===== config.mk =====
export PLATFORM = sky130hd
export DESIGN_NAME = pipeline_hazard_ctrl
export DESIGN_NICKNAME = d
export VERILOG_FILES = /design/src/rtl/pipeline_hazard_ctrl.sv
export SDC_FILE = /design/constraint.sdc
export NUM_CORES = 1
export LEC_CHECK = 0
export ABC_CLOCK_PERIOD_IN_PS = 1680
export CAP_MARGIN = 15
export CORE_AREA = 4 4 55 57
export CTS_BUF_LIST = sky130_fd_sc_hd__clkbuf_4
export DETAILED_ROUTE_END_ITERATION = 7
export DIE_AREA = 0 0 59 61
export HOLD_SLACK_MARGIN = 0.1
export PLACE_DENSITY = 0.87
export SYNTH_ARGS = -nofsm -noshare
export SYNTH_HDL_FRONTEND = slang
export SYNTH_SLANG_ARGS = --single-unit

===== constraint.sdc =====
create_clock -name clk -period 1.68 [get_ports clk]
set_input_delay 0.336 -clock clk [delete_from_list [all_inputs] [get_ports clk]]
set_output_delay 0.336 -clock clk [all_outputs]
set_load 0.005 [all_outputs]

===== src/rtl/pipeline_hazard_ctrl.sv =====
// pipeline_hazard_ctrl: stall/flush/forward control for a 5-stage pipeline with memory-wait freeze.
// Define HAZARD_FORWARDING_EN to enable X/M and M/W operand forwarding.
module pipeline_hazard_ctrl #(
    parameter int MEM_TIMEOUT = 15,
    parameter int RA_W        = 5
) (
    input  logic            clk,
    input  logic            rst,
    input  logic [RA_W-1:0] id_rs_addr,
    input  logic [RA_W-1:0] id_rt_addr,
    input  logic [RA_W-1:0] dx_rs_addr,
    input  logic [RA_W-1:0] dx_rt_addr,
    input  logic [RA_W-1:0] dx_write_reg_addr,
    input  logic            dx_reg_write,
    input  logic            dx_mem_read,
    input  logic [RA_W-1:0] xm_write_reg_addr,
    input  logic            xm_reg_write,
    input  logic            xm_mem_read,
    input  logic            xm_mem_write,
    input  logic [RA_W-1:0] mw_write_reg_addr,
    input  logic            mw_reg_write,
    input  logic            branch_taken,
    input  logic            mem_ready,
    output logic            pc_en,
    output logic            fd_en,
    output logic            xm_en,
    output logic            fd_flush,
    output logic            dx_flush,
    output logic            xm_flush,
    output logic [1:0]      fwd_a_sel,
    output logic [1:0]      fwd_b_sel,
    output logic            mem_timeout
);
    typedef enum logic {RUN, MEM_WAIT} state_t;
    state_t state_q, state_d;
    logic [7:0] cnt_q, cnt_d;
    logic tmo_q, tmo_d;
    logic wait_st, freeze, fire, load_use, raw;
    logic [1:0] fwd_a, fwd_b;
    function automatic logic hit(input logic we, input logic [RA_W-1:0] wa, input logic [RA_W-1:0] ra);
        return we && (wa == ra) && (wa != '0);
    endfunction
    always_comb begin
        wait_st  = state_q == MEM_WAIT;
        freeze   = (wait_st | xm_mem_read | xm_mem_write) & ~mem_ready;
        fire     = wait_st & ~mem_ready & (cnt_q == 8'(MEM_TIMEOUT - 1));
        load_use = dx_mem_read & (hit(dx_reg_write, dx_write_reg_addr, id_rs_addr)
                                | hit(dx_reg_write, dx_write_reg_addr, id_rt_addr));
`ifdef HAZARD_FORWARDING_EN
        raw   = load_use;
        fwd_a = hit(xm_reg_write, xm_write_reg_addr, dx_rs_addr) ? 2'b01 :
                hit(mw_reg_write, mw_write_reg_addr, dx_rs_addr) ? 2'b10 : 2'b00;
        fwd_b = hit(xm_reg_write, xm_write_reg_addr, dx_rt_addr) ? 2'b01 :
                hit(mw_reg_write, mw_write_reg_addr, dx_rt_addr) ? 2'b10 : 2'b00;
`else
        // Without forwarding, any in-flight writer in X or X/M blocks decode; M/W is covered by regfile bypass.
        raw   = load_use
              | hit(dx_reg_write, dx_write_reg_addr, id_rs_addr) | hit(dx_reg_write, dx_write_reg_addr, id_rt_addr)
              | hit(xm_reg_write, xm_write_reg_addr, id_rs_addr) | hit(xm_reg_write, xm_write_reg_addr, id_rt_addr);
        fwd_a = 2'b00;
        fwd_b = 2'b00;
`endif
        pc_en       = ~rst & ~freeze & (branch_taken | ~raw);
        fd_en       = ~rst & ~freeze & (branch_taken | ~raw);
        xm_en       = ~rst & ~freeze;
        fd_flush    = rst | (~freeze & branch_taken);
        dx_flush    = rst | (~freeze & (branch_taken | raw));
        xm_flush    = rst | fire;
        fwd_a_sel   = rst ? 2'b00 : fwd_a;
        fwd_b_sel   = rst ? 2'b00 : fwd_b;
        mem_timeout = tmo_q | (~rst & fire);
        state_d     = (freeze & ~fire) ? MEM_WAIT : RUN;
        cnt_d       = ~wait_st ? 8'd0 : (cnt_q == 8'hFF) ? cnt_q : cnt_q + 8'd1;
        tmo_d       = tmo_q | fire;
    end
`ifndef HAZARD_FORWARDING_EN
    logic unused_fwd;
    assign unused_fwd = ^{dx_rs_addr, dx_rt_addr, mw_write_reg_addr, mw_reg_write};
`endif
    always_ff @(posedge clk) begin
        if (rst) begin
            state_q <= RUN;
            cnt_q   <= 8'd0;
            tmo_q   <= 1'b0;
        end else begin
            state_q <= state_d;
            cnt_q   <= cnt_d;
            tmo_q   <= tmo_d;
        end
    end
endmodule


==> impl_metrics.json <==
{
  "critPathCaptureType": "output pin",
  "critPathMaxFanout": 2,
  "switching_power_mw": 0.1682,
  "critical-path-top-delay-family": "simple AND/OR/NAND/NOR gates",
  "ys_seq_elements": 10,
  "worst-path-buf-inv": 2,
  "cap_viol_max_count": 0,
  "area_growth_pct": 68.95,
  "initial_core_util_pct": 33.18,
  "combPwrFrac_pct": 34.9,
  "cts.path.max_buffers": 2,
  "setup_viol": 4,
  "fp-row-count": 18,
  "firstDrtPassIters": 4,
  "grt-ovfl-total": 0,
  "worst_hold_slack_ns": 0.4497,
  "yosysTopAreaCell": "dfxtp_1",
  "yosys_warnings": 0,
  "finalNonFillerCells": 193,
  "max_freq_mhz": 508.6,
  "vias": 947,
  "grt_pass1_vias": 987,
  "die_w_um": 59,
  "synth_top_area_share_pct": 24.35,
  "ys_async_sr_fraction_pct": 0,
  "placed_cells": 185,
  "crit_arrival_ns": 1.63,
  "period_share_pct": 117.0,
  "io_pins": 56,
  "drt-total-wl_mm": 2.594,
  "n_antenna_cell": 0,
  "wl_per_cell_um": 13.44,
  "antenna_found_initial": 0,
  "power_frac_seq_pct": 39.2,
  "crit_required_ns": 1.34,
  "synth_area_leaders": "dfxtp_1, xnor2_1, nor2_1",
  "clk_latency_ns": 0.26,
  "min_period_ns": 1.966,
  "clk_pin_slew_ns": 0.06,
  "synth-main-ff-cell": "dfxtp_1",
  "dr.first_iter.drc_count": 23,
  "synth_top_family_by_area": "simple AND/OR/NAND/NOR gates",
  "crit_chain": "buf_6, or4_4, o21ai_4, nor2_2, a221oi_2, buf_2",
  "cts_tree": "yes",
  "holdBufCountCts": 0,
  "die_y_um": 61,
  "synth-compound-area-share_pct": 12.48,
  "vdd_ir_drop_max_mv": 0.3908,
  "ant_nets": 0,
  "finalMaxSlewViolations": 0,
  "synthAdderAreaFrac_pct": 3.044,
  "numCtsBuffers": 3,
  "synth_common_cells": "xnor2_1, nor2_1, dfxtp_1",
  "cts-root-buf": "clkbuf_4",
  "synth_xor_area_share_pct": 25.57,
  "violations": "setup timing",
  "vias_per_cell": 4.907,
  "core_region_area_um2": 2477,
  "drive_gt1_share_pct": 35.58,
  "setup_ws_ns": -0.2862,
  "grt_max_degree": 9,
  "synth-seq-area-share_pct": 24.35,
  "dieArea_um2": 3599,
  "grt_pass1_wl_mm": 4.188,
  "criticalPathCategory": "input pin to output pin",
  "multi_input_area_um2": 644.4,
  "nNetsFinal": 212,
  "final_hold_viol_count": 0,
  "syn_avg_cell_area_um2": 7.829,
  "synth_area_um2": 822.0,
  "hpwl_mm": 1.959,
  "synth_edf_count": 0,
  "p_leak_nw": 0.5966,
  "min_path_type": "register to register",
  "grt_use_total_pct": 15.15,
  "nFillCells": 242,
  "p_clk_share_pct": 25.9,
  "grt_setup_unrepaired": "yes",
  "dp_slack_ns": -1.080,
  "drc": 0,
  "io_buffer_count": 34,
  "power_mw": 0.6166,
  "ys_types": 33,
  "max_stage_delay_ns": 0.54,
  "gp_congestion": 0.8171,
  "seqCellArea_um2": 203.9,
  "synthMuxAreaShare_pct": 1.218,
  "status": "complete, but fails checks",
  "worst_clock_skew_ns": 0.0006693,
  "cts_htree_levels": 1,
  "postSynthCellCount": 105,
  "yosysMostFrequentCell": "xnor2_1",
  "synth-simple-area-share_pct": 26.48,
  "cp_slowest_cell": "or4_4",
  "swShare_pct": 27.28,
  "powerDensity_nw_per_um2": 444.0,
  "cp-start-kind": "input pin",
  "clock_sinks": 10,
  "internal-power_mw": 0.4483
}
[final timing paths]
path	slack (ns)	startpoint	depth (start not counted)	endpoint
max	-0.29	xm_write_reg_addr[4]	6	pc_en
min	0.45	tmo_q$_SDFF_PP0_	2	tmo_q$_SDFF_PP0_
max reg2reg	0.09	cnt_q[1]$_SDFFE_PP0P_	7	cnt_q[3]$_SDFFE_PP0P_
min reg2reg	0.45	tmo_q$_SDFF_PP0_	2	tmo_q$_SDFF_PP0_
[power by group through the flow]
| stage | Combinational (mW) | Sequential [mW] | Clock, mW |
|---|---|---|---|
| finish | 0.215 | 0.242 | 0.160 |
| global route | 0.234 | 0.242 | 0.168 |
| CTS | 0.210 | 0.242 | 0.164 |
| detailed placement | 0.218 | 0.246 | 0 |
| global placement | 0.212 | 0.246 | 0 |
| floorplan | 0.0904 | 0.247 | 0 |
[worst register-to-register path: stages, from the launching register on]
cell,delay [ns]
dfxtp_2,0.35
buf_4,0.14
ha_1,0.19
nand4_1,0.14
buf_4,0.19
o2111ai_1,0.25
xor2_1,0.17
nor2_1,0.05
[repair_timing]
item                       CTS  global route
buffers inserted             3             2
setup endpoints to repair    7             8
pin swaps                   16            10
gates resized for setup     84             5
[placed cells by master, fill, tap and decap left out, drive strengths merged, types with 2 or more instances in the layout]
cell type / Yosys / layout
xor2: 3 / 3
o21ai: 5 / 5
o22ai: 2 / 2
nand2b: 3 / 3
nor2: 12 / 12
clkbuf: 1 / 3
conb: 1 / 4
clkdlybuf4s50: 0 / 7
nand4: 3 / 3
dlygate4sd2: 0 / 11
or4: 2 / 2
or2: 2 / 2
nor3: 5 / 5
nand3: 6 / 6
xnor2: 21 / 21
dlymetal6s2s: 0 / 2
inv: 3 / 3
dfxtp: 10 / 10
buf: 5 / 37
nand2: 7 / 7
ha: 2 / 2
[per-layer routing]
metal  vias up  global-route usage [%]  part of all wire, %
met5         -                       0                    0
met4         0                   6.796                  1.5
met3         4                   1.702                  6.3
met2        35                   29.97                   55
met1       431                   15.86                   37
li1        477                       -                    -
[registers in the layout (all words and copies together), names as in the netlist]
name     cells
tmo_q        1
cnt_q        8
state_q      1
[stage by stage]
stage | utilization [%] | instance area [µm²] | TNS, ns
6_report | 56.06 | 1389 | -0.8593
5_1_grt | 56.06 | 1389 | -1.161
4_1_cts | 54.60 | 1353 | -0.9277
3_5_place_dp | 53.23 | 1319 | -5.370
3_3_place_gp | 53.23 | 1319 | -5.127
2_1_floorplan | - | 839.6 | -0.1548
[final cells by class]
cell class	count	share of cell area, %
Timing Repair Buffer	58	33.78
Multi-Input combinational cell	89	46.40
Clock buffer	3	1.622
Inverter	3	0.8108
Tap cell	30	2.703
Sequential cell	10	14.68
[kinds of logic after synthesis]
logic type	count (synthesis)
xor gates and xnor gates	24
and+or+nand+nor	43
adders and majority gates	2
muxes	1
DFF	10
AOI/OAI and AO/OA	15
other	1
buffers and inverters	9
(Power assumes the default switching activity.)
